==> src/rtl/iob2axil_bridge_pkg.sv <==
// iob2axil_bridge_pkg: AXI-Lite constants and bridge FSM state encoding
package iob2axil_bridge_pkg;
    localparam int AXI_PROT_W = 3;
    localparam int AXI_RESP_W = 2;
    localparam logic [AXI_RESP_W-1:0] RESP_OKAY   = 2'b00;
    localparam logic [AXI_RESP_W-1:0] RESP_EXOKAY = 2'b01;
    localparam logic [AXI_RESP_W-1:0] RESP_SLVERR = 2'b10;
    localparam logic [AXI_RESP_W-1:0] RESP_DECERR = 2'b11;
    typedef enum logic [2:0] {
        IDLE    = 3'd0,
        WR      = 3'd1,
        WR_RESP = 3'd2,
        RD_ADDR = 3'd3,
        RD_DATA = 3'd4,
        DONE    = 3'd5
    } state_e;
endpackage

==> src/rtl/iob2axil_wdog.sv <==
// iob2axil_wdog: saturating busy-cycle counter that flags a dead slave
module iob2axil_wdog #(
    parameter int TIMEOUT = 0
) (
    input  logic clk,
    input  logic rst,
    input  logic en,
    input  logic clr,
    output logic expired
);
    if (TIMEOUT > 0) begin : g_on
        localparam int W = $clog2(TIMEOUT + 1);
        logic [W-1:0] cnt_q, cnt_d;
        always_comb cnt_d = clr ? '0 : (en && cnt_q != W'(TIMEOUT)) ? cnt_q + W'(1) : cnt_q;
        always_ff @(posedge clk) begin
            if (!rst) cnt_q <= '0;
            else      cnt_q <= cnt_d;
        end
        // fires one cycle early so the abort lands in DONE exactly TIMEOUT+1 cycles after IDLE
        assign expired = en && cnt_q == W'(TIMEOUT - 1);
    end else begin : g_off
        logic unused;
        assign unused  = ^{clk, rst, en, clr};
        assign expired = 1'b0;
    end
endmodule

==> src/rtl/iob2axil_bridge.sv <==
// iob2axil_bridge: native single-beat request to AXI4-Lite master transaction
module iob2axil_bridge
    import iob2axil_bridge_pkg::*;
#(
    parameter int          ADDR_W  = 32,
    parameter int          DATA_W  = 32,
    parameter logic [2:0]  PROT    = 3'd2,
    parameter int          TIMEOUT = 0
) (
    input  logic                  clk,
    input  logic                  rst,
    input  logic                  valid,
    input  logic [ADDR_W-1:0]     addr,
    input  logic [DATA_W-1:0]     wdata,
    input  logic [DATA_W/8-1:0]   wstrb,
    output logic [DATA_W-1:0]     rdata,
    output logic                  ready,
    output logic                  err,
    output logic [ADDR_W-1:0]     axil_awaddr,
    output logic [AXI_PROT_W-1:0] axil_awprot,
    output logic                  axil_awvalid,
    input  logic                  axil_awready,
    output logic [DATA_W-1:0]     axil_wdata,
    output logic [DATA_W/8-1:0]   axil_wstrb,
    output logic                  axil_wvalid,
    input  logic                  axil_wready,
    input  logic [AXI_RESP_W-1:0] axil_bresp,
    input  logic                  axil_bvalid,
    output logic                  axil_bready,
    output logic [ADDR_W-1:0]     axil_araddr,
    output logic [AXI_PROT_W-1:0] axil_arprot,
    output logic                  axil_arvalid,
    input  logic                  axil_arready,
    input  logic [DATA_W-1:0]     axil_rdata,
    input  logic [AXI_RESP_W-1:0] axil_rresp,
    input  logic                  axil_rvalid,
    output logic                  axil_rready
);
    state_e              state_q, state_d;
    logic [ADDR_W-1:0]   addr_q, addr_d;
    logic [DATA_W-1:0]   wdata_q, wdata_d, rdata_q, rdata_d;
    logic [DATA_W/8-1:0] wstrb_q, wstrb_d;
    logic                aw_done_q, aw_done_d, w_done_q, w_done_d, err_q, err_d;
    logic                busy, expired;

    assign busy = state_q inside {WR, WR_RESP, RD_ADDR, RD_DATA};

    iob2axil_wdog #(.TIMEOUT(TIMEOUT)) u_wdog (
        .clk     (clk),
        .rst     (rst),
        .en      (busy),
        .clr     (!busy),
        .expired (expired)
    );

    always_comb begin
        state_d   = state_q;
        addr_d    = addr_q;
        wdata_d   = wdata_q;
        wstrb_d   = wstrb_q;
        aw_done_d = aw_done_q;
        w_done_d  = w_done_q;
        rdata_d   = rdata_q;
        err_d     = err_q;
        if (expired) begin
            state_d = DONE;
            err_d   = 1'b1;
            rdata_d = '0;
        end else begin
            case (state_q)
                IDLE: begin
                    aw_done_d = 1'b0;
                    w_done_d  = 1'b0;
                    if (valid) begin
                        addr_d  = addr;
                        wdata_d = wdata;
                        wstrb_d = wstrb;
                        rdata_d = '0;
                        err_d   = 1'b0;
                        state_d = |wstrb ? WR : RD_ADDR;
                    end
                end
                WR: begin
                    aw_done_d = aw_done_q | (axil_awvalid & axil_awready);
                    w_done_d  = w_done_q | (axil_wvalid & axil_wready);
                    if (aw_done_d && w_done_d) state_d = WR_RESP;
                end
                WR_RESP: begin
                    if (axil_bvalid) begin
                        err_d   = axil_bresp != RESP_OKAY;
                        state_d = DONE;
                    end
                end
                RD_ADDR: state_d = axil_arready ? RD_DATA : RD_ADDR;
                RD_DATA: begin
                    if (axil_rvalid) begin
                        rdata_d = axil_rdata;
                        err_d   = axil_rresp != RESP_OKAY;
                        state_d = DONE;
                    end
                end
                default: state_d = IDLE;
            endcase
        end
    end

    always_ff @(posedge clk) begin
        if (!rst) begin
            state_q   <= IDLE;
            addr_q    <= '0;
            wdata_q   <= '0;
            wstrb_q   <= '0;
            aw_done_q <= 1'b0;
            w_done_q  <= 1'b0;
            rdata_q   <= '0;
            err_q     <= 1'b0;
        end else begin
            state_q   <= state_d;
            addr_q    <= addr_d;
            wdata_q   <= wdata_d;
            wstrb_q   <= wstrb_d;
            aw_done_q <= aw_done_d;
            w_done_q  <= w_done_d;
            rdata_q   <= rdata_d;
            err_q     <= err_d;
        end
    end

    assign ready        = state_q == DONE;
    assign rdata        = rdata_q;
    assign err          = err_q;
    assign axil_awaddr  = addr_q;
    assign axil_araddr  = addr_q;
    assign axil_awprot  = PROT;
    assign axil_arprot  = PROT;
    assign axil_wdata   = wdata_q;
    assign axil_wstrb   = wstrb_q;
    assign axil_awvalid = state_q == WR && !aw_done_q;
    assign axil_wvalid  = state_q == WR && !w_done_q;
    assign axil_bready  = state_q == WR_RESP;
    assign axil_arvalid = state_q == RD_ADDR;
    assign axil_rready  = state_q == RD_DATA;
endmodule

==> config.mk <==
export PLATFORM = sky130hd
export DESIGN_NAME = iob2axil_bridge
export DESIGN_NICKNAME = d
export VERILOG_FILES = /design/src/rtl/iob2axil_bridge_pkg.sv /design/src/rtl/iob2axil_wdog.sv /design/src/rtl/iob2axil_bridge.sv
export SDC_FILE = /design/constraint.sdc
export NUM_CORES = 1
export LEC_CHECK = 0
export CORE_MARGIN = 3
export CORE_UTILIZATION = 38
export DETAILED_ROUTE_END_ITERATION = 7
export PLACE_DENSITY = 0.81
export SETUP_SLACK_MARGIN = 0.3
export SKIP_CTS_REPAIR_TIMING = 1
export SKIP_LAST_GASP = 1
export SYNTH_ARGS = -nofsm -noshare
export SYNTH_HDL_FRONTEND = slang
export SYNTH_SLANG_ARGS = --single-unit
==> constraint.sdc <==
create_clock -name clk -period 1.9 [get_ports clk]
set_input_delay 0.19 -clock clk [delete_from_list [all_inputs] [get_ports clk]]
set_output_delay 0.19 -clock clk [all_outputs]
set_load 0.05 [all_outputs]
---- Word level (Yosys, flattened, before mapping) ----
Cells that the tools add are included.
word-level totals
  flip-flop bits (word level) ............. 106
  input port bits ......................... 112
  output and inout bits ................... 145
  word-level logic and storage cells ...... 53
operators by class
  eq/ne operators ......................... 9
  multiplexer cells ....................... 16
  bitwise gates (word level) .............. 4
  reduce and logical (&&, ||, !) cells .... 16
operators by type and width
  cell                                                                    count
  32-bit 2-to-1 mux                                                       2
  32-bit one-hot mux with 2 select lines                                  1
  3-bit 2-to-1 mux                                                        5
  3-bit one-hot mux with 5 select lines                                   1
  4-bit AND reduction                                                     2
  2-bit nonzero test                                                      4
  3-bit by 2-bit equality test with 1-bit output (second input constant)  2
  3-bit equality test (second input constant)                             2
  2-bit != test (second input constant)                                   3
  1-bit one-hot mux with 2 select lines                                   2
  4-bit OR reduction                                                      1
  3-bit by 1-bit equality test with 1-bit output (second input constant)  1
  1-bit logical AND                                                       3
  3-bit logical NOT                                                       1
  1-bit 2-to-1 mux                                                        3
  1-bit one-hot mux with 3 select lines                                   1
  3-bit AND reduction                                                     1
  3-bit nonzero test                                                      1
  1-bit bitwise AND                                                       2
  1-bit logical NOT                                                       2
  2-bit 2-to-1 mux                                                        1
  2-bit by 1-bit != test with 1-bit output (second input constant)        1
  1-bit OR                                                                2
  2-bit AND reduction                                                     1

---- Longest topological paths before layout ----
Gate-level depths: netlist of the first run.
  word-level depth ........................ 7
  mapped depth ............................ 8
  mapped depth without buffers ............ 4

---- Cells and area by module ----
From an unflattened synthesis of the first run, not the netlist that was laid out.
second synthesis, totals
  cell total of the unflattened synthesis .. 541
  area total of the unflattened synthesis .. 4473.0 um^2
modules (own cells, without submodules)
  module           times used  cells an instance  area each (um^2)  sequential area each (um^2)
  iob2axil_bridge  1           539                4461.8            2122.0
  iob2axil_wdog    1           2                  11.3              0.0

---- Worst setup path after synthesis of the first run ----
No wires, ideal clock.
  kind .................................... reg-to-output
  start ................................... register state_q[2]
  end ..................................... output port ready
  arrival ................................. 2087 ps
  data required time ...................... 1710 ps
  setup slack ............................. -377 ps
  cell stages (with the launch flop) ...... 5
  buffers on the path ..................... 3
  path through ............................ dfxtp_1 -> buf_4 -> buf_2 -> buf_1 -> nor3b_1
between the ends
  cells in the longest elaborated chain, start to end .. 1
ends and longest elaborated chain
  what                    line                    text
  start, declared         iob2axil_bridge.sv:39   state_e state_q, state_d;
  start signal, assigned  iob2axil_bridge.sv:118  state_q <= state_d;
  3-bit equality test     iob2axil_bridge.sv:129  assign ready = state_q == DONE;
  end, declared           iob2axil_bridge.sv:17   output logic ready,
Every way passes these cells.

---- Worst setup path in the final report of the first run ----
  start ................................... register state_q[1]
  end ..................................... output port axil_wvalid
between the ends
  cells in the longest elaborated chain, start to end .. 2
ends and longest elaborated chain
  what                                            line                    text
  3-bit by 1-bit equality test with 1-bit output  iob2axil_bridge.sv:139  assign axil_wvalid = state_q == WR && !w_done_q;
  1-bit logical AND                               iob2axil_bridge.sv:139
  end, declared                                   iob2axil_bridge.sv:25   output logic axil_wvalid,
Every way passes these cells.

==> summary.md, run 1 <==
| Metric | Value |
|---|---|
| Status | `complete, no violations` |
| Fin crit share | `between 80% and 90%` |
| Leak | `between 4 and 5 nW` |
| Crit end category | `output port` |
| # fillers | `between 800 and 900` |
| Number of synthesized register bits | `around 110` |
| CP required | `1710 ps` |
| Syn Area/Cell | `roughly 8.0 um2` |
| Crit path launch type | `flop` |
| First-pass GRT wire length | `around 21000 um` |
| Max stage delay cell, worst path | `dfxtp_4` |
| Kind of critical path | `flop to output port` |
| Arrival @ worst endpoint | `roughly 1400 ps` |
| TritonCTS clock tree | `built` |
| Hold WC Path Type | `input port to flop` |
| CTS Buf Count | `9` |
| Synth Instances | `536` |
| CP top delay family | `simple AND/OR/NAND/NOR gates` |
| Nets | `between 800 and 900` |
| Vias in the first global route | `4206` |
| Commonest cells post-synth | `nand2_1, dfxtp_1, a21oi_1, buf_4, nand4_1` |
| Max-slew violation count | `0` |
| N_diodes | `0` |
| Ys Warns | `0` |
| Synth top area share | `approximately 49%` |
| HPWL Detailed | `between 9000 and 10000 um` |
| R2R Setup Slk | `between 300 and 400 ps` |
| Sequential area share after synthesis | `between 40 and 50%` |
| Post-layout util | `67.4%` |
| Initial antenna violation count | `0` |
| Post-synth ARST share | `0%` |
| Final ANT Viol Nets | `0` |
| CP bufs+invs | `2` |
| Comb power frac | `32.9%` |
| DIE WIDTH | `approximately 110 um` |
| Slew margin rel. | `about three fifths` |
| Critical Path, Cell by Cell | `buf_8 -> nor2_4 -> nand2_2 -> nor2_1 -> buf_6` |
| DIE HEIGHT | `~110 um` |
| Final hold violations | `0` |
| # IOs | `about 260` |
| Period minus WS final | `between 1500 and 2000 ps` |
| Row cnt | `38` |
| Worst path max stage delay | `between 300 and 400 ps` |
| Via density | `around 5` |
| Switching power | `between 0.002 and 0.0025 W` |
| Top-count cell post-synth | `nand2_1` |
| Synth cell types | `36` |
| Area leader, netlist | `dfxtp_1` |
| DR pass1 iterations | `4` |
| Max IR drop VDD | `about 590 uV` |
| Initial Util | `roughly two fifths` |
| Maximum net fanout on the critical path | `8` |
| DR iter-0 viols | `325` |
| GPL Wtd Cong | `approximately 0.85` |
| PortBufs | `250` |
| Clock Skew | `a little under 10 ps` |
| Clk slew on worst S/H paths | `70 ps` |
| Post-synth EDFFs | `0` |
| P&R area growth vs syn | `71.8%` |
| Mapped cell area | `roughly 4300 um2` |
| Core area | `around 11000 um2` |
| WL/cell | `roughly 16 um` |
| Setup repair after global routing missed its margin | `yes` |
| # clock sinks | `around 110` |
| Switching part of the total | `between 30% and 40%` |
| Seq pwr share | `37.4%` |
| Setup TNS | `0 ps` |
| Power Density | `between 900 and 1000 nW/um2` |
| Max Cap Viol | `0` |
| Cell chosen for the clock root | `clkbuf_16` |
| Worst-Margin Slew | `571 ps` |
| Internal Power | `between 0.004 and 0.005 W` |
| Clk_lat worst skew | `between 300 and 400 ps` |
| Total wire length | `about 14000 um` |
| Via Count | `between 4k and 5k` |
| H-tree Lvls | `3` |
| Max Buffers Root-to-Sink | `2` |
| Die Area | `12600 um2` |
| Synth area leaders | `dfxtp_1, nand2_1, a21oi_1` |
| Final setup viols | `0` |
| Gr ovfl total | `0` |
| Highest clock rate | `approximately 620 MHz` |
| Share of cells above drive strength 1 | `roughly 7.6%` |
| Largest net degree at the start of global routing | `between 100 and 150` |
| Post-route DRC | `0` |
| Clock share of power | `between 20% and 30%` |
| GRT Overall Usage | `between 20% and 30%` |
| Commonest register cell after synthesis | `dfxtp_1` |
area by class of cell:
| class | count | area, um2 | share of cell area [%] |
|---|---|---|---|
| Timing Repair Buffer | 267 | 3050 | 41.4 |
| Sequential cell | 106 | 2130 | 28.9 |
| Multi-Input combinational cell | 350 | 1680 | 22.9 |
| Inverter | 2 | 8.76 | 0.119 |
| Tap cell | 140 | 175 | 2.38 |
| Clock inverter | 7 | 92.6 | 1.26 |
| Clock buffer | 9 | 225 | 3.06 |
cell usage in the layout (no fill, tap or decap), drive strengths merged:
cell           Yosys  layout
clkbuf            20       9
nand4             32      32
o32a               1       1
inv                2       2
a221oi             1       1
a21oi            104     104
o22ai              1       1
clkinv             0       5
a32o               1       1
nor2b              1       1
nor3               3       3
o31ai              2       2
and2               3       3
nor3b              1       1
bufinv             0       2
nand2            172     172
or4b               1       1
dfxtp            106     106
dlymetal6s2s       0     133
nor2              11      11
mux2               1       1
conb               2       6
o21a               2       2
clkdlybuf4s50      0     111
buf               62      23
o21ai              2       2
a211oi             1       1
nand2b             1       1
a2111oi            1       1
mux2i              1       1
a31oi              1       1
worst register-to-register path, cell delays in order (launching register included):
cell     delay [ps]
dfxtp_4         360
buf_4           150
or4b_4          530
o31ai_4          90
a31oi_1          80
a32o_1          220
metal layers:
| layer | share of wire, % | up-vias | GRT usage [%] |
|---|---|---|---|
| li1 | - | 2140 | - |
| met1 | 37 | 2015 | 21.8 |
| met2 | 51 | 202 | 36.7 |
| met3 | 9.5 | 26 | 7.33 |
| met4 | 2.3 | 0 | 8.09 |
| met5 | 0 | - | 0 |
power groups by stage:
stage | Clock, W | Sequential, W | Combinational (W)
final | 0.00197 | 0.00248 | 0.00218
after global routing | 0.00210 | 0.00250 | 0.00230
after floorplan | 0 | 0.00301 | 0.000958
after global placement | 0 | 0.00253 | 0.00213
after detailed placement | 0 | 0.00254 | 0.00215
after CTS | 0.00201 | 0.00249 | 0.00216
worst paths after layout:
path | depth (start not counted) | end | start
worst max-delay path | 5 | axil_wvalid | state_q[1]
worst min-delay path | 3 | axil_wdata[11] | wdata[11]
worst max register to register | 5 | state_q[1] | state_q[1]
worst min register to register | 2 | rdata[1] | rdata[1]
sequential cells by signal, indices dropped and copies added (netlist names):
signal	cells
axil_araddr	32
axil_wdata	32
rdata	32
axil_wstrb	4
state_q	3
aw_done_q	1
err	1
w_done_q	1
logic make-up (layout without fill, tap and decap cells):
group / Yosys count / after routing / synth area share, %
buf+inv: 84 / 285 / 12.3
compound gates: 117 / 117 / 14.8
simple gates: 225 / 225 / 22.8
other cells: 2 / 6 / 0.175
flops: 106 / 106 / 49.5
mux: 2 / 2 / 0.496
through the flow:
stage,hold WS [ps],total power (W),std cells,worst slack [ps],cell area [um2]
2_1_floorplan,307,0.00397,540,210,4320
3_3_place_gp,437,0.00465,860,161,6640
3_5_place_dp,444,0.00469,860,154,6640
4_1_cts,379,0.00666,876,23.3,6960
5_1_grt,390,0.00690,881,227,7370
6_report,391,0.00664,881,278,7370
Power figures use the tool's default switching activity.
==> run 2, diff against run 1 <==
--- a/config.mk
+++ b/config.mk
@@ -12,6 +12,7 @@
 export SETUP_SLACK_MARGIN = 0.3
 export SKIP_CTS_REPAIR_TIMING = 1
 export SKIP_LAST_GASP = 1
+export SLEW_MARGIN = 10
 export SYNTH_ARGS = -nofsm -noshare
 export SYNTH_HDL_FRONTEND = slang
 export SYNTH_SLANG_ARGS = --single-unit
==> results of run 2 <==
Final layout, timing and power as in run 1 (identical DEF).
